## src/rtl/phys_reg_free_list_if.sv

```systemverilog
// Bundles the rename, commit and checkpoint signals of the physical register
// free list. The renamer/commit side uses the master modport and the free list
// uses the slave modport.
interface phys_reg_free_list_if #(
  parameter int NUM_ARCH = 32,
  parameter int NUM_PHYS = 64,
  parameter int ALLOC_W  = 2,
  parameter int FREE_W   = 2,
  parameter int NUM_CKPT = 4
);
  localparam int FL_DEPTH = NUM_PHYS - NUM_ARCH;
  localparam int TAG_W    = $clog2(NUM_PHYS);
  localparam int CNT_W    = $clog2(FL_DEPTH + 1);
  localparam int CK_W     = (NUM_CKPT > 1) ? $clog2(NUM_CKPT) : 1;

  logic [ALLOC_W-1:0]             alloc_req;
  logic                           alloc_ok;
  logic [ALLOC_W-1:0][TAG_W-1:0]  alloc_tag;
  logic [FREE_W-1:0]              free_valid;
  logic [FREE_W-1:0][TAG_W-1:0]   free_tag;
  logic                           ckpt_save;
  logic [CK_W-1:0]                ckpt_save_id;
  logic                           ckpt_restore;
  logic [CK_W-1:0]                ckpt_restore_id;
  logic [CNT_W-1:0]               count;
  logic                           empty;
  logic                           overflow_err;

  modport master (
    output alloc_req, free_valid, free_tag,
    output ckpt_save, ckpt_save_id, ckpt_restore, ckpt_restore_id,
    input  alloc_ok, alloc_tag, count, empty, overflow_err
  );

  modport slave (
    input  alloc_req, free_valid, free_tag,
    input  ckpt_save, ckpt_save_id, ckpt_restore, ckpt_restore_id,
    output alloc_ok, alloc_tag, count, empty, overflow_err
  );
endinterface

```

## src/rtl/phys_reg_free_list.sv

```systemverilog
// Circular free list of physical register tags. Rename pops up to ALLOC_W
// tags per cycle from head, commit pushes up to FREE_W tags per cycle at tail,
// and checkpoint slots hold copies of head so a mispredict can rewind head in
// one cycle, reclaiming every tag allocated since the snapshot.
module phys_reg_free_list #(
  parameter int NUM_ARCH = 32,
  parameter int NUM_PHYS = 64,
  parameter int ALLOC_W  = 2,
  parameter int FREE_W   = 2,
  parameter int NUM_CKPT = 4
) (
  input  logic                 clk,
  input  logic                 rst,
  phys_reg_free_list_if.slave  fl
);
  localparam int FL_DEPTH = NUM_PHYS - NUM_ARCH;
  localparam int TAG_W    = $clog2(NUM_PHYS);
  localparam int IDX_W    = $clog2(FL_DEPTH);
  localparam int PTR_W    = IDX_W + 1;
  localparam int CNT_W    = $clog2(FL_DEPTH + 1);
  // Wide enough to hold an occupancy plus a full set of frees without wrapping.
  localparam int SUM_W    = PTR_W + 2;

  logic [TAG_W-1:0] fl_mem_r [FL_DEPTH];
  logic [PTR_W-1:0] ckpt_r   [NUM_CKPT];
  logic [PTR_W-1:0] head_r;
  logic [PTR_W-1:0] tail_r;
  logic [CNT_W-1:0] count_r;
  logic             empty_r;
  logic             overflow_r;

  logic [SUM_W-1:0]              n_req_s;
  logic [SUM_W-1:0]              n_free_s;
  logic [SUM_W-1:0]              occ_s;
  logic                          alloc_ok_s;
  logic                          overflow_s;
  logic [ALLOC_W-1:0][TAG_W-1:0] alloc_tag_s;
  logic [PTR_W-1:0]              rd_ofs_s;
  logic [PTR_W-1:0]              rd_ptr_s;
  logic [PTR_W-1:0]              wr_ofs_s;
  logic [PTR_W-1:0]              wr_ptr_s [FREE_W];
  logic [PTR_W-1:0]              head_new_s;
  logic [PTR_W-1:0]              tail_new_s;
  logic [PTR_W-1:0]              diff_s;

  function automatic logic [SUM_W-1:0] popcnt_alloc(input logic [ALLOC_W-1:0] v);
    logic [SUM_W-1:0] n;
    n = '0;
    for (int i = 0; i < ALLOC_W; i++) n = n + SUM_W'(v[i]);
    return n;
  endfunction

  function automatic logic [SUM_W-1:0] popcnt_free(input logic [FREE_W-1:0] v);
    logic [SUM_W-1:0] n;
    n = '0;
    for (int i = 0; i < FREE_W; i++) n = n + SUM_W'(v[i]);
    return n;
  endfunction

  // Allocation grant, lookahead tag read, free compaction and next pointers.
  always_comb begin
    n_req_s     = popcnt_alloc(fl.alloc_req);
    n_free_s    = popcnt_free(fl.free_valid);
    alloc_ok_s  = 1'b0;
    alloc_tag_s = '0;
    rd_ofs_s    = '0;
    rd_ptr_s    = '0;
    wr_ofs_s    = '0;
    head_new_s  = head_r;
    tail_new_s  = tail_r;
    diff_s      = '0;
    occ_s       = '0;
    overflow_s  = 1'b0;

    // A restore discards allocation; otherwise it is all-or-nothing on count.
    if (fl.ckpt_restore) begin
      alloc_ok_s = 1'b0;
    end else if (SUM_W'(count_r) >= n_req_s) begin
      alloc_ok_s = 1'b1;
    end else begin
      alloc_ok_s = 1'b0;
    end

    // The k-th requesting lane reads the k-th entry from head.
    for (int k = 0; k < ALLOC_W; k++) begin
      if (fl.alloc_req[k]) begin
        rd_ptr_s       = head_r + rd_ofs_s;
        alloc_tag_s[k] = fl_mem_r[rd_ptr_s[IDX_W-1:0]];
        rd_ofs_s       = rd_ofs_s + PTR_W'(1);
      end else begin
        alloc_tag_s[k] = '0;
      end
    end

    // Valid free lanes land at consecutive slots from tail, in lane order.
    for (int j = 0; j < FREE_W; j++) begin
      wr_ptr_s[j] = tail_r + wr_ofs_s;
      if (fl.free_valid[j]) begin
        wr_ofs_s = wr_ofs_s + PTR_W'(1);
      end else begin
        wr_ofs_s = wr_ofs_s;
      end
    end

    if (fl.ckpt_restore) begin
      head_new_s = ckpt_r[fl.ckpt_restore_id];
    end else if (alloc_ok_s) begin
      head_new_s = head_r + PTR_W'(n_req_s);
    end else begin
      head_new_s = head_r;
    end

    // Occupancy is measured against the head that will actually be in force,
    // so frees arriving with a restore are judged against the rewound list.
    diff_s     = tail_r - head_new_s;
    occ_s      = SUM_W'(diff_s) + n_free_s;
    overflow_s = (occ_s > SUM_W'(FL_DEPTH));

    if (overflow_s) begin
      tail_new_s = tail_r;
    end else begin
      tail_new_s = tail_r + PTR_W'(n_free_s);
    end
  end

  // Pointer, count, status and checkpoint state.
  always_ff @(posedge clk) begin
    if (rst) begin
      head_r     <= '0;
      tail_r     <= PTR_W'(FL_DEPTH);
      count_r    <= CNT_W'(FL_DEPTH);
      empty_r    <= 1'b0;
      overflow_r <= 1'b0;
      for (int c = 0; c < NUM_CKPT; c++) ckpt_r[c] <= '0;
    end else begin
      head_r     <= head_new_s;
      tail_r     <= tail_new_s;
      count_r    <= CNT_W'(tail_new_s - head_new_s);
      empty_r    <= (tail_new_s == head_new_s);
      overflow_r <= overflow_r | overflow_s;
      if (fl.ckpt_save) begin
        ckpt_r[fl.ckpt_save_id] <= head_new_s;
      end else begin
        ckpt_r[fl.ckpt_save_id] <= ckpt_r[fl.ckpt_save_id];
      end
    end
  end

  // Tag storage: preloaded with the non-architectural tags, written by frees.
  always_ff @(posedge clk) begin
    if (rst) begin
      for (int i = 0; i < FL_DEPTH; i++) fl_mem_r[i] <= TAG_W'(NUM_ARCH + i);
    end else begin
      for (int j = 0; j < FREE_W; j++) begin
        if (fl.free_valid[j] && !overflow_s) begin
          fl_mem_r[wr_ptr_s[j][IDX_W-1:0]] <= fl.free_tag[j];
        end
      end
    end
  end

  assign fl.alloc_ok     = alloc_ok_s;
  assign fl.alloc_tag    = alloc_tag_s;
  assign fl.count        = count_r;
  assign fl.empty        = empty_r;
  assign fl.overflow_err = overflow_r;
endmodule

```

## src/flat_wrapper.sv

```systemverilog
// flat-port wrapper written by rule: the top's interface ports become plain ports
module phys_reg_free_list_flat 
#(
  parameter int NUM_ARCH = 32,
  parameter int NUM_PHYS = 64,
  parameter int ALLOC_W  = 2,
  parameter int FREE_W   = 2,
  parameter int NUM_CKPT = 4
)
  (clk, rst, fl_alloc_req, fl_free_valid, fl_free_tag, fl_ckpt_save, fl_ckpt_save_id, fl_ckpt_restore, fl_ckpt_restore_id, fl_alloc_ok, fl_alloc_tag, fl_count, fl_empty, fl_overflow_err);
  phys_reg_free_list_if #(.NUM_ARCH(NUM_ARCH), .NUM_PHYS(NUM_PHYS), .ALLOC_W(ALLOC_W), .FREE_W(FREE_W), .NUM_CKPT(NUM_CKPT)) fl_i ();
  input  logic clk;
  input  logic rst;
  input wire logic [$bits(fl_i.alloc_req)-1:0] fl_alloc_req;
  input wire logic [$bits(fl_i.free_valid)-1:0] fl_free_valid;
  input wire logic [$bits(fl_i.free_tag)-1:0] fl_free_tag;
  input wire logic [$bits(fl_i.ckpt_save)-1:0] fl_ckpt_save;
  input wire logic [$bits(fl_i.ckpt_save_id)-1:0] fl_ckpt_save_id;
  input wire logic [$bits(fl_i.ckpt_restore)-1:0] fl_ckpt_restore;
  input wire logic [$bits(fl_i.ckpt_restore_id)-1:0] fl_ckpt_restore_id;
  output wire logic [$bits(fl_i.alloc_ok)-1:0] fl_alloc_ok;
  output wire logic [$bits(fl_i.alloc_tag)-1:0] fl_alloc_tag;
  output wire logic [$bits(fl_i.count)-1:0] fl_count;
  output wire logic [$bits(fl_i.empty)-1:0] fl_empty;
  output wire logic [$bits(fl_i.overflow_err)-1:0] fl_overflow_err;
  assign fl_i.alloc_req = fl_alloc_req;
  assign fl_i.free_valid = fl_free_valid;
  assign fl_i.free_tag = fl_free_tag;
  assign fl_i.ckpt_save = fl_ckpt_save;
  assign fl_i.ckpt_save_id = fl_ckpt_save_id;
  assign fl_i.ckpt_restore = fl_ckpt_restore;
  assign fl_i.ckpt_restore_id = fl_ckpt_restore_id;
  assign fl_alloc_ok = fl_i.alloc_ok;
  assign fl_alloc_tag = fl_i.alloc_tag;
  assign fl_count = fl_i.count;
  assign fl_empty = fl_i.empty;
  assign fl_overflow_err = fl_i.overflow_err;
  phys_reg_free_list #(.NUM_ARCH(NUM_ARCH), .NUM_PHYS(NUM_PHYS), .ALLOC_W(ALLOC_W), .FREE_W(FREE_W), .NUM_CKPT(NUM_CKPT)) u_core (.clk(clk), .rst(rst), .fl(fl_i));
endmodule
```

## config.mk

```make
export PLATFORM = sky130hd
export DESIGN_NAME = phys_reg_free_list_flat
export DESIGN_NICKNAME = d
export VERILOG_FILES = /design/src/rtl/phys_reg_free_list_if.sv /design/src/rtl/phys_reg_free_list.sv /design/src/flat_wrapper.sv
export SDC_FILE = /design/constraint.sdc
export NUM_CORES = 1
export LEC_CHECK = 0
export BUFFER_PORTS_ARGS = -buffer_cell sky130_fd_sc_hd__buf_2
export CAP_MARGIN = 20
export CELL_PAD_IN_SITES_DETAIL_PLACEMENT = 0
export CELL_PAD_IN_SITES_GLOBAL_PLACEMENT = 1
export CORE_MARGIN = 2
export CORE_UTILIZATION = 56
export DETAILED_ROUTE_END_ITERATION = 8
export GPL_ROUTABILITY_DRIVEN = 0
export GPL_TIMING_DRIVEN = 0
export PLACE_DENSITY_LB_ADDON = 0.05
export SKIP_CTS_REPAIR_TIMING = 1
export SLEW_MARGIN = 20
export SYNTH_ARGS = -nofsm -noshare
export SYNTH_HDL_FRONTEND = slang
export SYNTH_SLANG_ARGS = --single-unit
```

## constraint.sdc

```tcl
create_clock -name clk -period 13.2 [get_ports clk]
set_input_delay 2.64 -clock clk [delete_from_list [all_inputs] [get_ports clk]]
set_output_delay 2.64 -clock clk [all_outputs]
set_load 0.05 [all_outputs]
```

; ---- Word level (Yosys, flattened, before mapping)
; Memories as Yosys holds them, arrays and structs flattened. A register that Yosys moved wholly into a read port is not among the register bits.
; Cells that the tools add are included.
[word_totals]
mem_bits_ro = 0
inputBits = 24
word_cells = 63
output_inout_bits = 21
regBits = 20
memories = 2
mem_bits_rw = 216
latch_bits = 0
[op_classes]
n_reduce_logical = 7
bitwise_logic = 2
eq_ne = 2
div_mod_pow = 0
addsub = 9
mux = 34
n_lt_le_gt_ge = 2
n_mul = 0
shift = 0
[memory_table]
columns = memory, words, word_bits, rd, rd_clocked_by_memory_dff, write_ports, line
row1 = u_core.fl_mem_r, 32, 6, 2, 1, 32, phys_reg_free_list.sv:24  ; logic [TAG_W-1:0] fl_mem_r [FL_DEPTH];
row2 = u_core.ckpt_r, 4, 6, 1, 0, 4, phys_reg_free_list.sv:25  ; logic [PTR_W-1:0] ckpt_r [NUM_CKPT];
[op_table]
columns = operator, n
row1 = $mux 6, 9
row2 = $mux 1, 21
row3 = $reduce_or 6->1, 3
row4 = $mux 5, 3
row5 = $add 6x2->6, 2
row6 = $sub 6x6->6, 2
row7 = $add 5x1->5, 2
row8 = $add 6x8->8, 1
row9 = $ge 6x8->1, 1
row10 = $gt 8x6->1 const B, 1
row11 = $eq 6x6->1, 1
row12 = $add 1x1->2, 2
row13 = $logic_and 1x1->1, 2
row14 = $mux 2, 1
row15 = $or 1x1->1, 2
row16 = $reduce_and 2->1, 1
row17 = $logic_not 1->1, 1
row18 = $ne 0x0->1, 1

; ---- Longest topological paths before layout
; Gate-level depths: netlist of the first run.
[logic_depth]
ltp_word = 16
ltp_mapped = 29
ltp_nobuf = 28

; ---- Worst setup path after synthesis of the first run
; No wires, ideal clock.
[synth_path]
path_type = input -> output
start = in fl_alloc_req[0]
end = out fl_alloc_tag[10]
arrival_ns = 5.340
path_stages = 7
required_time_ns = 10.560
setup_slack_ns = 5.220
n_path_buf = 2
cell_sequence = ha_1 buf_1 buf_1 mux4_2 mux4_2 mux2i_1 nor2b_1
[synth_between]
elab_chain_cells = 4
[synth_lines]
columns = element, line
row1 = "start, declared", flat_wrapper.sv:14  ; input wire logic [$bits(fl_i.alloc_req)-1:0] fl_alloc_req;
row2 = $mux 1, phys_reg_free_list.sv:86  ; if (fl.alloc_req[k]) begin
row3 = $add 5x1->5, phys_reg_free_list.sv:87  ; rd_ptr_s = head_r + rd_ofs_s;
row4 = $mem_v2 32x6, -
row5 = $mux 6, phys_reg_free_list.sv:86
row6 = "end, declared", flat_wrapper.sv:22  ; output wire logic [$bits(fl_i.alloc_tag)-1:0] fl_alloc_tag;
; Every way passes these cells.

; ---- Final worst setup path of the first run
; Same ends and word-level chain as after synthesis.

==> metrics.txt, run 1 <==
# TYPE chip_impl_metric gauge
chip_impl_metric{name="netlist_instances",unit=""} 1212
chip_impl_metric{name="layout_min_cycle_time",unit="ns"} 9.21
chip_impl_metric{name="maxCapViolations",unit=""} 0
chip_impl_metric{name="ctsHtreeMaxLevel",unit=""} 1
chip_impl_metric{name="wirelength_met1",unit="um"} 18900
chip_impl_metric{name="ys_types",unit=""} 81
chip_impl_metric{name="synth_nets",unit=""} 1262
chip_impl_info{name="yosys_most_used_dff",value="sky130_fd_sc_hd__edfxtp_1"} 1
chip_impl_metric{name="worst_skew_pair.late_latency",unit="ns"} 0.56
chip_impl_info{name="cts_root_buf",value="sky130_fd_sc_hd__clkbuf_16"} 1
chip_impl_metric{name="detailroute.wirelength.met2",unit="um"} 24500
chip_impl_metric{name="fmax",unit="MHz"} 109
chip_impl_metric{name="routed_met3_length",unit="um"} 8300
chip_impl_metric{name="yosysSeqAreaShare",unit="%"} 46.3
chip_impl_metric{name="routed-via-count",unit=""} 12400
chip_impl_metric{name="required",unit="ns"} 10.56
chip_impl_metric{name="worst_setup_hold_path_clk_slew",unit="ns"} 0.06
chip_impl_info{name="worst_setup_sp_type",value="primary input"} 1
chip_impl_metric{name="switching_share",unit="%"} 38.1
chip_impl_metric{name="first_global_vias",unit=""} 12000
chip_impl_metric{name="crit_path_max_fanout",unit=""} 10
chip_impl_metric{name="drc_errors",unit=""} 0
chip_impl_metric{name="design.core.area",unit="um2"} 26100
chip_impl_metric{name="grt.overflow.total",unit=""} 0
chip_impl_info{name="yosys-top-cells-count",value="216 x sky130_fd_sc_hd__edfxtp_1, 144 x sky130_fd_sc_hd__nand2_1, 126 x sky130_fd_sc_hd__mux4_2, 109 x sky130_fd_sc_hd__nor2_1, 81 x sky130_fd_sc_hd__o22ai_1"} 1
chip_impl_metric{name="die_h",unit="um"} 167
chip_impl_metric{name="post-route-period-util",unit="%"} 69.8
chip_impl_metric{name="reg2reg_depth",unit=""} 19
chip_impl_metric{name="grt_start_max_net_pins",unit=""} 14
chip_impl_metric{name="numCtsBuffers",unit=""} 27
chip_impl_metric{name="core.rowCount",unit=""} 59
chip_impl_metric{name="leakagePower",unit="uW"} 0.00485
chip_impl_metric{name="comb_power_share",unit="%"} 37.3
chip_impl_metric{name="grt_antenna_before_repair",unit=""} 3
chip_impl_metric{name="synth-edff-count",unit=""} 216
chip_impl_metric{name="worst_skew",unit="ns"} 0.0121
chip_impl_metric{name="cell_internal_pwr",unit="uW"} 1670
chip_impl_metric{name="ys_async_sr_fraction",unit="%"} 0
chip_impl_metric{name="final_hold_viol_count",unit=""} 0
chip_impl_metric{name="initialDrtViolationCount",unit=""} 2256
chip_impl_metric{name="grt_pass1_wl",unit="um"} 80000
chip_impl_metric{name="powerDensity",unit="nW/um2"} 164
chip_impl_metric{name="grt_util_all_layers",unit="%"} 39.9
chip_impl_metric{name="tightest_slew",unit="ns"} 1.17
chip_impl_metric{name="power_share_of_the_sequential_group",unit="%"} 33.2
chip_impl_metric{name="arrival",unit="ns"} 6.57
chip_impl_metric{name="total_power",unit="uW"} 2700
chip_impl_metric{name="area_growth_syn_to_layout",unit="%"} 10.4
chip_impl_info{name="setup.worst_path.end_class",value="output pin"} 1
chip_impl_metric{name="ir_worst_vdd",unit="V"} 0.000133
chip_impl_metric{name="io_buffers",unit=""} 37
chip_impl_info{name="synthMostInstantiatedCell",value="sky130_fd_sc_hd__edfxtp_1"} 1
chip_impl_metric{name="avg_inst_size_synth",unit="um2"} 12.3
chip_impl_metric{name="drt-vias-per-instance",unit=""} 7.58
chip_impl_metric{name="synthesis.yosys.warnings",unit=""} 0
chip_impl_metric{name="power.share.clock",unit="%"} 29.5
chip_impl_metric{name="tns",unit="ns"} 0
chip_impl_metric{name="area_share_of_the_leading_cell_type_in_the_synthesized_netlist",unit="%"} 43.6
chip_impl_info{name="post-synth-top-area-cell",value="sky130_fd_sc_hd__edfxtp_1"} 1
chip_impl_metric{name="dieArea",unit="um2"} 27900
chip_impl_metric{name="drive_gt1_share",unit="%"} 20.5
chip_impl_metric{name="setup-violations-final",unit=""} 0
chip_impl_info{name="rr_startpoint",value="u_core.head_r[0]"} 1
chip_impl_metric{name="cts_sinks",unit=""} 236
chip_impl_metric{name="io_pins",unit=""} 45
chip_impl_metric{name="layoutNonFillerInstCount",unit=""} 1635
chip_impl_info{name="maxUsedRoutingLayer",value="met5"} 1
chip_impl_metric{name="finish.net_count",unit=""} 1329
chip_impl_metric{name="synth.ff_latch_count",unit=""} 236
chip_impl_metric{name="drt-wirelength-per-cell",unit="um"} 34.1
chip_impl_metric{name="normalized_max_slew_margin",unit="%"} 21.3
chip_impl_info{name="r2r-end",value="u_core.fl_mem_r[25][1]"} 1
chip_impl_metric{name="place_hpwl",unit="um"} 42000
chip_impl_metric{name="slew_viol_final",unit=""} 0
chip_impl_metric{name="initial_core_util",unit="%"} 57.1
chip_impl_metric{name="die_x",unit="um"} 167
chip_impl_info{name="timing.hold.worst.start",value="u_core.fl.overflow_err"} 1
chip_impl_info{name="cts_tree",value="built"} 1
chip_impl_info{name="holdPathEnd",value="u_core.fl.overflow_err"} 1
chip_impl_metric{name="synth.cell_area",unit="um2"} 14900
chip_impl_metric{name="ctsLongestPathBuffers",unit=""} 3
chip_impl_info{name="criticalPathCategory",value="primary input to output pin"} 1
chip_impl_metric{name="p_switching",unit="uW"} 1030
chip_impl_metric{name="timing.reg2reg.setup_slack",unit="ns"} 6.00
chip_impl_metric{name="placed_cells_incl_taps",unit=""} 1584
chip_impl_info{name="holdCritPathClass",value="flop to flop"} 1
chip_impl_metric{name="antenna_left",unit=""} 0
chip_impl_metric{name="drt-total-wl",unit="um"} 55700
chip_impl_info{name="grt_setup_unrepaired",value="no"} 1
chip_impl_info{name="run_status",value="completed"} 1
chip_impl_info{name="synth.area.top_cells",value="sky130_fd_sc_hd__edfxtp_1 44%, sky130_fd_sc_hd__mux4_2 19%, sky130_fd_sc_hd__a22oi_1 3.8%, sky130_fd_sc_hd__nand2_1 3.6%, sky130_fd_sc_hd__o22ai_1 3.4%"} 1
chip_impl_metric{name="number_of_cells_on_the_worst_hold_path",unit=""} 2
chip_impl_metric{name="antenna_cells",unit=""} 0
chip_impl_metric{name="dr.pass1.iters",unit=""} 9
==> layout by cell type (no fill, tap or decap), types with 20 or more instances in the layout <==
cell	n
sky130_fd_sc_hd__nand2_1	144
sky130_fd_sc_hd__clkbuf_1	55
sky130_fd_sc_hd__inv_1	21
sky130_fd_sc_hd__ha_1	23
sky130_fd_sc_hd__mux4_2	126
sky130_fd_sc_hd__o22ai_1	81
sky130_fd_sc_hd__o221ai_1	29
sky130_fd_sc_hd__a21oi_1	44
sky130_fd_sc_hd__clkbuf_16	27
sky130_fd_sc_hd__edfxtp_1	216
sky130_fd_sc_hd__nor2_1	109
sky130_fd_sc_hd__a22oi_1	76
sky130_fd_sc_hd__buf_1	20
sky130_fd_sc_hd__a32oi_1	32
sky130_fd_sc_hd__dfxtp_1	20
sky130_fd_sc_hd__buf_2	47
==> worst max path at each step <==
stage,startpoint,end,cells after the start
after global placement,fl_alloc_req[0],fl_alloc_tag[10],9
after CTS,fl_alloc_req[0],fl_alloc_tag[10],9
final,fl_alloc_req[0],fl_alloc_tag[10],9
after detailed placement,fl_alloc_req[0],fl_alloc_tag[10],9
after floorplan,fl_alloc_req[0],fl_alloc_tag[10],7
after global routing,fl_alloc_req[0],fl_alloc_tag[10],9
==> metrics by stage <==
stage	hold WS [ns]	cell area (um2)	worst slack, ns	utilization, %
floorplan	0.486	14900	5.22	-
global placement	0.471	15500	3.99	59.5
detailed placement	0.484	15500	3.95	59.5
CTS	0.499	16400	3.89	63.0
global route	0.530	16400	3.82	63.1
finish	0.482	16400	3.99	63.1
==> power groups by stage <==
stage	Combinational (uW)	Clock [uW]	Sequential (uW)
finish	1010	798	898
global route	1050	819	902
CTS	977	789	897
detailed placement	973	0	912
global placement	966	0	910
floorplan	664	0	928
==> cell type report <==
type                            count  area, um2
Clock buffer                       28        679
Timing Repair Buffer               38        190
Tap cell                          335        419
Inverter                           21       78.8
Sequential cell                   236       6890
Multi-Input combinational cell    854       7460
Clock inverter                     22        246
Fill cell                        2071       9630
Buffer                            101        473
==> cell families (layout without fill, tap and decap cells) <==
family	Yosys count	count (layout)	synth area share, %
and+or+nand+nor	352	352	10.7
AOI/OAI and AO/OA	317	317	15.6
DFF	236	236	46.3
muxes	142	142	20.3
buffers and inverters	122	210	3.67
adders and majority gates	26	26	2.34
xor gates and xnor gates	17	17	1.10
==> state kept, by name (all words and copies together) (netlist names) <==
register                flops
u_core.fl_mem_r           192
u_core.fl.count             6
u_core.head_r               6
u_core.fl.empty             1
u_core.fl.overflow_err      1
u_core.tail_r               6
u_core.ckpt_r              24
==> routing by layer <==
layer	vias up	track usage, %
met2	1095	60.6
met3	239	12.6
li1	5067	-
met4	6	21.9
met5	-	0
met1	5992	51.5
==> worst max-delay path: stages <==
cell                      delay, ns
sky130_fd_sc_hd__buf_2         0.20
sky130_fd_sc_hd__ha_1          0.43
sky130_fd_sc_hd__buf_1         0.80
sky130_fd_sc_hd__buf_1         0.82
sky130_fd_sc_hd__mux4_2        0.62
sky130_fd_sc_hd__mux4_2        0.57
sky130_fd_sc_hd__mux2i_1       0.20
sky130_fd_sc_hd__nor2b_1       0.07
sky130_fd_sc_hd__buf_2         0.21
Note: power is estimated with default switching activity, not from simulation.
==> run 2: changes to the inputs <==
--- a/config.mk
+++ b/config.mk
@@ -10,7 +10,7 @@
 export CELL_PAD_IN_SITES_DETAIL_PLACEMENT = 0
 export CELL_PAD_IN_SITES_GLOBAL_PLACEMENT = 1
 export CORE_MARGIN = 2
-export CORE_UTILIZATION = 56
+export CORE_UTILIZATION = 52
 export DETAILED_ROUTE_END_ITERATION = 8
 export GPL_ROUTABILITY_DRIVEN = 0
 export GPL_TIMING_DRIVEN = 0
==> constraint.sdc (replaced) <==
create_clock -name clk -period 8.64 [get_ports clk]
set_input_delay 1.728 -clock clk [delete_from_list [all_inputs] [get_ports clk]]
set_output_delay 1.728 -clock clk [all_outputs]
set_load 0.05 [all_outputs]
==> run 2 against run 1 <==
Compared with the run above: die area up 7.5%; critical path depth up 13; non-clock buffer count down 1; clock-buffer cell count up 5; cell count up 2.4%; flip-flop and latch count unchanged; hold slack worse by 0.016 ns; sequential share of layout area up 0.14 points; combinational power up 55%; global-route usage down 0.95 points; clock skew up 0.0015 ns; via count up 0.66%; critical path type is now primary input to flop; highest routed layer unchanged.
==> metrics.txt, run 2 (synthesized netlist as in run 1, its figures left out) <==
# TYPE chip_impl_metric gauge
chip_impl_metric{name="timing.reg2reg.setup_slack",unit="ns"} 1.67
chip_impl_metric{name="wirelength_met1",unit="um"} 22600
chip_impl_metric{name="area_growth_syn_to_layout",unit="%"} 10.0
chip_impl_metric{name="die_x",unit="um"} 173
chip_impl_metric{name="drc_errors",unit=""} 0
chip_impl_metric{name="worst_skew",unit="ns"} 0.0135
chip_impl_info{name="layout.cells.most_common_list",value="216 x sky130_fd_sc_hd__edfxtp_1, 144 x sky130_fd_sc_hd__nand2_1, 126 x sky130_fd_sc_hd__mux4_2, 109 x sky130_fd_sc_hd__nor2_1, 81 x sky130_fd_sc_hd__o22ai_1"} 1
chip_impl_metric{name="core.rowCount",unit=""} 61
chip_impl_info{name="cts_root_buf",value="sky130_fd_sc_hd__clkbuf_16"} 1
chip_impl_metric{name="io_buffers",unit=""} 37
chip_impl_info{name="layout_top_registers",value="u_core.fl_mem_r: 192 flops, u_core.ckpt_r: 24 flops"} 1
chip_impl_info{name="critPathLaunch",value="fl_alloc_req[0]"} 1
chip_impl_metric{name="setup-violations-final",unit=""} 0
chip_impl_metric{name="numCtsBuffers",unit=""} 27
chip_impl_metric{name="drt-wirelength-per-cell",unit="um"} 35.0
chip_impl_metric{name="first_global_vias",unit=""} 12100
chip_impl_metric{name="drive_gt1_share",unit="%"} 20.1
chip_impl_info{name="crit_top_cell",value="sky130_fd_sc_hd__ha_1"} 1
chip_impl_metric{name="grt_util_all_layers",unit="%"} 39.0
chip_impl_metric{name="dieArea",unit="um2"} 30000
chip_impl_metric{name="tns",unit="ns"} 0
chip_impl_info{name="critPathTopFamily",value="compound AO/OA/AOI/OAI gates"} 1
chip_impl_metric{name="final_hold_viol_count",unit=""} 0
chip_impl_metric{name="grt_antenna_before_repair",unit=""} 2
chip_impl_metric{name="fin_util",unit="%"} 58.5
chip_impl_metric{name="post-route-period-util",unit="%"} 91.6
chip_impl_metric{name="ir_worst_vdd",unit="V"} 0.000210
chip_impl_metric{name="timing.hold.ws",unit="ns"} 0.466
chip_impl_metric{name="routed-via-count",unit=""} 12500
chip_impl_metric{name="total_power",unit="uW"} 4040
chip_impl_info{name="rr_startpoint",value="u_core.head_r[0]"} 1
chip_impl_metric{name="antenna_cells",unit=""} 0
chip_impl_metric{name="worst_setup_hold_path_clk_slew",unit="ns"} 0.06
chip_impl_info{name="criticalPathCategory",value="primary input to flop"} 1
chip_impl_info{name="most_common_cell_after_layout_fill_and_taps_aside",value="sky130_fd_sc_hd__edfxtp_1"} 1
chip_impl_info{name="path_cells",value="buf_2 -> ha_1 -> ha_1 -> nand2b_1 -> and2_1 -> or2_2 -> nand2_1 -> a21oi_1 -> a21oi_1 -> inv_1 -> ha_1 -> inv_1 -> ha_1 -> ha_1 -> a21oi_1 -> nand2_1 -> mux2i_1 -> a32oi_2 -> nand2_4 -> nand4_2 -> buf_2 -> o221ai_1"} 1
chip_impl_metric{name="design.core.area",unit="um2"} 28000
chip_impl_metric{name="fmax",unit="MHz"} 126
chip_impl_metric{name="ctsHtreeMaxLevel",unit=""} 1
chip_impl_metric{name="crit_path_max_fanout",unit=""} 10
chip_impl_metric{name="drt-vias-per-instance",unit=""} 7.46
chip_impl_metric{name="final_critical_path_setup_slack",unit="ns"} 0.727
chip_impl_info{name="grt_setup_unrepaired",value="no"} 1
chip_impl_metric{name="largest_reg_flops",unit=""} 192
chip_impl_metric{name="reg2reg_depth",unit=""} 19
chip_impl_metric{name="arrival",unit="ns"} 8.09
chip_impl_info{name="crit_slowest_cell",value="sky130_fd_sc_hd__o221ai_1"} 1
chip_impl_metric{name="dr.pass1.iters",unit=""} 6
chip_impl_metric{name="io_pins",unit=""} 45
chip_impl_metric{name="leakagePower",unit="uW"} 0.00479
chip_impl_metric{name="normalized_max_slew_margin",unit="%"} 20.1
chip_impl_metric{name="nFillCells",unit=""} 2414
chip_impl_info{name="maxUsedRoutingLayer",value="met5"} 1
chip_impl_metric{name="timing.critical_path.depth",unit=""} 22
chip_impl_metric{name="detailroute.wirelength.met2",unit="um"} 23800
chip_impl_metric{name="initialDrtViolationCount",unit=""} 2470
chip_impl_info{name="regMostFlops",value="u_core.fl_mem_r"} 1
chip_impl_info{name="cts_tree",value="built"} 1
chip_impl_metric{name="slew_viol_final",unit=""} 0
chip_impl_metric{name="antenna_left",unit=""} 0
chip_impl_metric{name="initial_core_util",unit="%"} 53.2
chip_impl_metric{name="maxCapViolations",unit=""} 0
chip_impl_metric{name="finish.net_count",unit=""} 1328
chip_impl_metric{name="drt-total-wl",unit="um"} 58600
chip_impl_metric{name="grt_start_max_net_pins",unit=""} 14
chip_impl_metric{name="cpPeakStageDelay",unit="ns"} 0.77
chip_impl_metric{name="tightest_slew",unit="ns"} 1.19
chip_impl_metric{name="ctsLongestPathBuffers",unit=""} 3
chip_impl_metric{name="layout_min_cycle_time",unit="ns"} 7.91
chip_impl_metric{name="place_hpwl",unit="um"} 43600
chip_impl_metric{name="dp_worst_setup_slack",unit="ns"} 0.421
chip_impl_metric{name="grt.overflow.total",unit=""} 0
chip_impl_metric{name="worst_skew_pair.late_latency",unit="ns"} 0.56
chip_impl_info{name="setup.worst_path.end_class",value="flop"} 1
chip_impl_metric{name="grt_pass1_wl",unit="um"} 83600
chip_impl_metric{name="cts_sinks",unit=""} 236
chip_impl_info{name="run_status",value="completed"} 1
chip_impl_info{name="holdCritPathClass",value="flop to flop"} 1
chip_impl_metric{name="powerDensity",unit="nW/um2"} 246
chip_impl_info{name="r2r-end",value="u_core.fl_mem_r[17][3]"} 1
chip_impl_metric{name="path_buf_inv",unit=""} 4
chip_impl_info{name="worst_setup_sp_type",value="primary input"} 1
chip_impl_metric{name="required",unit="ns"} 8.82
chip_impl_metric{name="die_h",unit="um"} 173
chip_impl_info{name="worst_setup_path_endpoint",value="u_core.fl_mem_r[17][3]"} 1
chip_impl_metric{name="routed_met3_length",unit="um"} 9000
[run 2: cell types whose count changed in the layout (fill, tap and decap cells not counted), moves of 2 or more]
cell / change
sky130_fd_sc_hd__clkbuf_1: +2
sky130_fd_sc_hd__buf_2: -2
sky130_fd_sc_hd__clkbuf_8: +2
sky130_fd_sc_hd__clkinv_1: -2
sky130_fd_sc_hd__bufinv_16: -4
sky130_fd_sc_hd__buf_1: +2
[run 2: where the power goes]
group	internal, uW	leakage (uW)	switching (uW)	total [uW]
logic	513	0.00239	1060	1570
clock network	615	0.000396	486	1100
registers	1320	0.00200	43.9	1360
total	2450	0.00479	1590	4040
[run 2: layout make-up]
| class | instances | area [um2] | share of cell area [%] |
|---|---|---|---|
| multi-input combinational | 854 | 7470 | 45.6 |
| sequential | 236 | 6890 | 42.0 |
| clock buffer | 33 | 718 | 4.39 |
| tap | 378 | 473 | 2.89 |
| buffer | 101 | 472 | 2.88 |
| timing repair buffer | 37 | 185 | 1.13 |
| clock inverter | 14 | 97.6 | 0.596 |
| inverter | 21 | 78.8 | 0.481 |
[run 2: per-layer routing]
metal  vias up  track usage, %
met3       189            13.9
met1      6194            55.6
li1       5077               -
met5         -               0
met2      1019            53.9
met4         2            16.8
[run 2: how the worst min path moves through the flow]
stage                           start                endpoint  slack (ns)  cells past startpoint
2_1_floorplan        u_core.tail_r[5]        u_core.tail_r[5]        0.49                      2
3_3_place_gp   u_core.fl.overflow_err  u_core.fl.overflow_err        0.45                      2
3_5_place_dp   u_core.fl.overflow_err  u_core.fl.overflow_err        0.45                      2
4_1_cts        u_core.fl.overflow_err  u_core.fl.overflow_err        0.47                      2
5_1_grt        u_core.fl.overflow_err  u_core.fl.overflow_err        0.54                      2
6_report       u_core.fl.overflow_err  u_core.fl.overflow_err        0.47                      2
[run 2: through the flow]
stage               area (um2)  cells
floorplan                14900   1212
global route             16400   1674
global placement         15500   1627
detailed placement       15600   1627
finish                   16400   1674
CTS                      16400   1674
[run 2: worst reg2reg max path: cells and delay by family (launching register included)]
family | cells | cell delay [ns]
buffers and inverters | 6 | 2.42
multiplexers | 1 | 0.17
adder cells (fa/ha/maj) | 3 | 0.96
AO/OA/AOI/OAI | 5 | 1.68
flip-flops | 1 | 0.43
AND/OR/NAND/NOR | 4 | 0.92
==> run 3: changes to the inputs <==
--- a/config.mk
+++ b/config.mk
@@ -5,12 +5,13 @@
 export SDC_FILE = /design/constraint.sdc
 export NUM_CORES = 1
 export LEC_CHECK = 0
+export ABC_AREA = 1
 export BUFFER_PORTS_ARGS = -buffer_cell sky130_fd_sc_hd__buf_2
 export CAP_MARGIN = 20
 export CELL_PAD_IN_SITES_DETAIL_PLACEMENT = 0
 export CELL_PAD_IN_SITES_GLOBAL_PLACEMENT = 1
 export CORE_MARGIN = 2
-export CORE_UTILIZATION = 52
+export CORE_UTILIZATION = 48
 export DETAILED_ROUTE_END_ITERATION = 8
 export GPL_ROUTABILITY_DRIVEN = 0
 export GPL_TIMING_DRIVEN = 0
@@ -20,3 +21,4 @@
 export SYNTH_ARGS = -nofsm -noshare
 export SYNTH_HDL_FRONTEND = slang
 export SYNTH_SLANG_ARGS = --single-unit
+export TNS_END_PERCENT = 10
==> run 3 against run 2 <==
Compared with the run above: non-clock buffer count up 44; clock skew up 0.015 ns; combinational power down 23%; fmax up 16%; die area up 12%; largest power group is now registers.
==> metrics.txt, run 3 <==
# TYPE chip_impl_metric gauge
chip_impl_info{name="layout.cells.most_common_list",value="356 x sky130_fd_sc_hd__o21ai_0, 227 x sky130_fd_sc_hd__inv_1, 225 x sky130_fd_sc_hd__nand2_1, 216 x sky130_fd_sc_hd__edfxtp_1, 189 x sky130_fd_sc_hd__nand3_1"} 1
chip_impl_metric{name="powerDensity",unit="nW/um2"} 218
chip_impl_metric{name="synth.cell_area",unit="um2"} 15400
chip_impl_metric{name="final_critical_path_setup_slack",unit="ns"} 1.81
chip_impl_info{name="yosys-top-cells-count",value="356 x sky130_fd_sc_hd__o21ai_0, 227 x sky130_fd_sc_hd__inv_1, 225 x sky130_fd_sc_hd__nand2_1, 216 x sky130_fd_sc_hd__edfxtp_1, 189 x sky130_fd_sc_hd__nand3_1"} 1
chip_impl_metric{name="required",unit="ns"} 8.88
chip_impl_metric{name="tightest_slew",unit="ns"} 1.15
chip_impl_metric{name="drt-wirelength-per-cell",unit="um"} 26.9
chip_impl_metric{name="layout_min_cycle_time",unit="ns"} 6.83
chip_impl_metric{name="power.share.clock",unit="%"} 30.6
chip_impl_metric{name="slew_viol_final",unit=""} 0
chip_impl_metric{name="worst_setup_hold_path_clk_slew",unit="ns"} 0.06
chip_impl_metric{name="ir_worst_vdd",unit="V"} 0.000209
chip_impl_metric{name="leakagePower",unit="uW"} 0.00628
chip_impl_metric{name="synth_nets",unit=""} 2040
chip_impl_metric{name="routed-via-count",unit=""} 16000
chip_impl_metric{name="switching_share",unit="%"} 39.1
chip_impl_metric{name="drt-total-wl",unit="um"} 66700
chip_impl_metric{name="place_hpwl",unit="um"} 50600
chip_impl_metric{name="grt.overflow.total",unit=""} 0
chip_impl_metric{name="grt_util_all_layers",unit="%"} 39.3
chip_impl_metric{name="grt_antenna_before_repair",unit=""} 1
chip_impl_info{name="timing.hold.worst.start",value="u_core.fl.overflow_err"} 1
chip_impl_metric{name="ys_types",unit=""} 41
chip_impl_metric{name="cell_internal_pwr",unit="uW"} 2260
chip_impl_metric{name="nFillCells",unit=""} 3003
chip_impl_metric{name="initialDrtViolationCount",unit=""} 2645
chip_impl_metric{name="initial_core_util",unit="%"} 48.8
chip_impl_metric{name="io_buffers",unit=""} 38
chip_impl_metric{name="power_share_of_the_sequential_group",unit="%"} 36.6
chip_impl_metric{name="finish.net_count",unit=""} 2107
chip_impl_info{name="most_common_cell_after_layout_fill_and_taps_aside",value="sky130_fd_sc_hd__o21ai_0"} 1
chip_impl_metric{name="dieArea",unit="um2"} 33600
chip_impl_info{name="synth.area.top_cells",value="sky130_fd_sc_hd__edfxtp_1 42%, sky130_fd_sc_hd__o21ai_0 12%, sky130_fd_sc_hd__nand3_1 6.1%, sky130_fd_sc_hd__inv_1 5.5%, sky130_fd_sc_hd__nand2_1 5.5%"} 1
chip_impl_metric{name="die_x",unit="um"} 183
chip_impl_metric{name="fin_util",unit="%"} 53.8
chip_impl_info{name="regMostFlops",value="u_core.fl_mem_r"} 1
chip_impl_metric{name="die_h",unit="um"} 183
chip_impl_info{name="worst_setup_sp_type",value="flop"} 1
chip_impl_metric{name="ctsLongestPathBuffers",unit=""} 3
chip_impl_metric{name="drive_gt1_share",unit="%"} 6.74
chip_impl_metric{name="use_met1",unit="%"} 52.6
chip_impl_metric{name="grt_pass1_wl",unit="um"} 95400
chip_impl_metric{name="worst_skew_pair.late_latency",unit="ns"} 0.57
chip_impl_metric{name="comb_power_share",unit="%"} 32.8
chip_impl_metric{name="antenna_left",unit=""} 0
chip_impl_metric{name="largest_reg_flops",unit=""} 192
chip_impl_info{name="rr_startpoint",value="u_core.head_r[0]"} 1
chip_impl_info{name="global_route.peak_usage_layer",value="met2"} 1
chip_impl_info{name="setup.worst_path.end_class",value="flop"} 1
chip_impl_metric{name="design.core.area",unit="um2"} 31600
chip_impl_metric{name="grt_start_max_net_pins",unit=""} 15
chip_impl_metric{name="area_share_of_the_leading_cell_type_in_the_synthesized_netlist",unit="%"} 42.0
chip_impl_metric{name="dr.pass1.iters",unit=""} 8
chip_impl_metric{name="number_of_cells_on_the_worst_hold_path",unit=""} 2
chip_impl_metric{name="crit_path_max_fanout",unit=""} 10
chip_impl_metric{name="area_growth_syn_to_layout",unit="%"} 10.2
chip_impl_metric{name="drt-vias-per-instance",unit=""} 6.44
chip_impl_metric{name="post-route-period-util",unit="%"} 79.1
chip_impl_metric{name="fmax",unit="MHz"} 146
chip_impl_info{name="grt_setup_unrepaired",value="no"} 1
chip_impl_metric{name="drc_errors",unit=""} 0
chip_impl_metric{name="synth-edff-count",unit=""} 216
chip_impl_metric{name="ctsHtreeMaxLevel",unit=""} 1
chip_impl_info{name="criticalPathCategory",value="flop to flop"} 1
chip_impl_metric{name="dp_worst_setup_slack",unit="ns"} 1.42
chip_impl_metric{name="timing.reg2reg.setup_slack",unit="ns"} 1.81
chip_impl_metric{name="cts_sinks",unit=""} 236
chip_impl_info{name="post-synth-top-area-cell",value="sky130_fd_sc_hd__edfxtp_1"} 1
chip_impl_metric{name="reg2reg_depth",unit=""} 23
chip_impl_info{name="holdCritPathClass",value="flop to flop"} 1
chip_impl_metric{name="worst_skew",unit="ns"} 0.0289
chip_impl_metric{name="first_global_vias",unit=""} 14400
chip_impl_metric{name="yosysSeqAreaShare",unit="%"} 44.6
chip_impl_metric{name="ys_async_sr_fraction",unit="%"} 0
chip_impl_info{name="synthMostInstantiatedCell",value="sky130_fd_sc_hd__o21ai_0"} 1
chip_impl_info{name="cts_root_buf",value="sky130_fd_sc_hd__clkbuf_16"} 1
chip_impl_metric{name="arrival",unit="ns"} 7.07
chip_impl_metric{name="p_switching",unit="uW"} 1450
chip_impl_metric{name="avg_inst_size_synth",unit="um2"} 7.76
chip_impl_metric{name="io_pins",unit=""} 45
chip_impl_info{name="holdPathEnd",value="u_core.fl.overflow_err"} 1
chip_impl_info{name="yosys_most_used_dff",value="sky130_fd_sc_hd__edfxtp_1"} 1
chip_impl_info{name="run_status",value="completed"} 1
chip_impl_metric{name="netlist_instances",unit=""} 1990
chip_impl_metric{name="synth.ff_latch_count",unit=""} 236
chip_impl_metric{name="grt_use_met3",unit="%"} 11.5
chip_impl_metric{name="core.rowCount",unit=""} 65
chip_impl_metric{name="antenna_cells",unit=""} 0
chip_impl_metric{name="grt.met2_usage",unit="%"} 58.8
chip_impl_metric{name="tns",unit="ns"} 0
chip_impl_info{name="layout_top_registers",value="u_core.fl_mem_r: 192 flops, u_core.ckpt_r: 24 flops"} 1
chip_impl_metric{name="numCtsBuffers",unit=""} 27
chip_impl_info{name="r2r-end",value="u_core.fl_mem_r[30][1]"} 1
chip_impl_metric{name="synthesis.yosys.warnings",unit=""} 0
chip_impl_metric{name="normalized_max_slew_margin",unit="%"} 23.3
chip_impl_info{name="cts_tree",value="built"} 1
chip_impl_metric{name="setup-violations-final",unit=""} 0
chip_impl_metric{name="final_hold_viol_count",unit=""} 0
chip_impl_metric{name="maxCapViolations",unit=""} 0
run 3: changes by cell type after synthesis, sizes merged, moves of 78 or more:
cell / previous run / this run
nor2: 109 / 187
nand3: 14 / 197
o21ai: 11 / 389
inv: 21 / 243
nand2: 149 / 232
mux4: 126 / 0
a21oi: 44 / 136
run 3: stage by stage:
step | cells | power (uW) | hold WS, ns | area, um2
2_1_floorplan | 1990 | 2140 | 0.479 | 15400
3_5_place_dp | 2430 | 2540 | 0.463 | 16100
3_3_place_gp | 2430 | 2540 | 0.454 | 16100
6_report | 2480 | 3710 | 0.489 | 17000
5_1_grt | 2480 | 3830 | 0.562 | 17000
4_1_cts | 2480 | 3650 | 0.485 | 17000
run 3: worst max-delay path, cell delays in order (launching register included):
cell                       delay, ns
sky130_fd_sc_hd__dfxtp_1        0.44
sky130_fd_sc_hd__clkinv_1       0.23
sky130_fd_sc_hd__clkbuf_1       0.51
sky130_fd_sc_hd__clkbuf_1       0.53
sky130_fd_sc_hd__clkbuf_1       0.84
sky130_fd_sc_hd__nand3b_1       0.15
sky130_fd_sc_hd__o211ai_1       0.36
sky130_fd_sc_hd__inv_1          0.22
sky130_fd_sc_hd__ha_1           0.23
sky130_fd_sc_hd__inv_1          0.11
sky130_fd_sc_hd__ha_1           0.28
sky130_fd_sc_hd__ha_1           0.30
sky130_fd_sc_hd__a21oi_1        0.21
sky130_fd_sc_hd__inv_1          0.06
sky130_fd_sc_hd__nand2_1        0.08
sky130_fd_sc_hd__nand2_1        0.05
sky130_fd_sc_hd__a21oi_1        0.13
sky130_fd_sc_hd__nand2_1        0.08
sky130_fd_sc_hd__nand2_2        0.12
sky130_fd_sc_hd__nand2_4        0.11
sky130_fd_sc_hd__nor2_4         0.20
sky130_fd_sc_hd__nand3_2        0.40
sky130_fd_sc_hd__nor2_1         0.50
sky130_fd_sc_hd__nand3b_1       0.34
run 3: logic make-up (layout without fill, tap and decap cells):
logic type,after synthesis,after routing,share of synthesized area (%)
buf+inv,391,479,9.69
compound gates,660,660,23.3
simple gates,653,653,18.7
fa+ha+maj,26,26,2.25
mux,13,13,0.851
xor+xnor,11,11,0.624
flops,236,236,44.6
run 3: how the worst max path moves through the flow:
stage	startpoint	to	cells after the start
after detailed placement	fl_alloc_req[0]	u_core.fl_mem_r[30][1]	26
after CTS	fl_alloc_req[0]	u_core.fl_mem_r[30][1]	26
final	u_core.head_r[0]	u_core.fl_mem_r[30][1]	23
after global routing	fl_alloc_req[1]	u_core.fl_mem_r[11][5]	28
after global placement	fl_alloc_req[0]	u_core.fl_mem_r[30][3]	26
after floorplan	fl_alloc_req[0]	u_core.fl.count[5]	32
run 3: metal layers:
metal	part of all wire [%]	vias to the layer above	wire [um]
li1	-	7083	-
met1	37	7346	24500
met2	42	1288	27800
met3	16	257	10500
met4	5.8	0	3890
met5	0	-	0
run 3: power by group through the flow:
stage	Clock (uW)	Combinational [uW]	Sequential (uW)
finish	1140	1210	1360
global placement	0	1170	1370
CTS	1130	1170	1350
global route	1170	1300	1360
floorplan	0	744	1400
detailed placement	0	1170	1370
run 3: final cells by class:
| type | count | area (um2) | share of cell area [%] |
|---|---|---|---|
| clock inverters | 14 | 104 | 0.610 |
| repair buffers | 38 | 190 | 1.12 |
| clock buffers | 36 | 782 | 4.59 |
| well taps | 402 | 503 | 2.96 |
| multi-input cells | 1363 | 7060 | 41.5 |
| flip-flops and latches | 236 | 6890 | 40.5 |
| plain buffers | 144 | 569 | 3.34 |
| inverters | 247 | 927 | 5.45 |
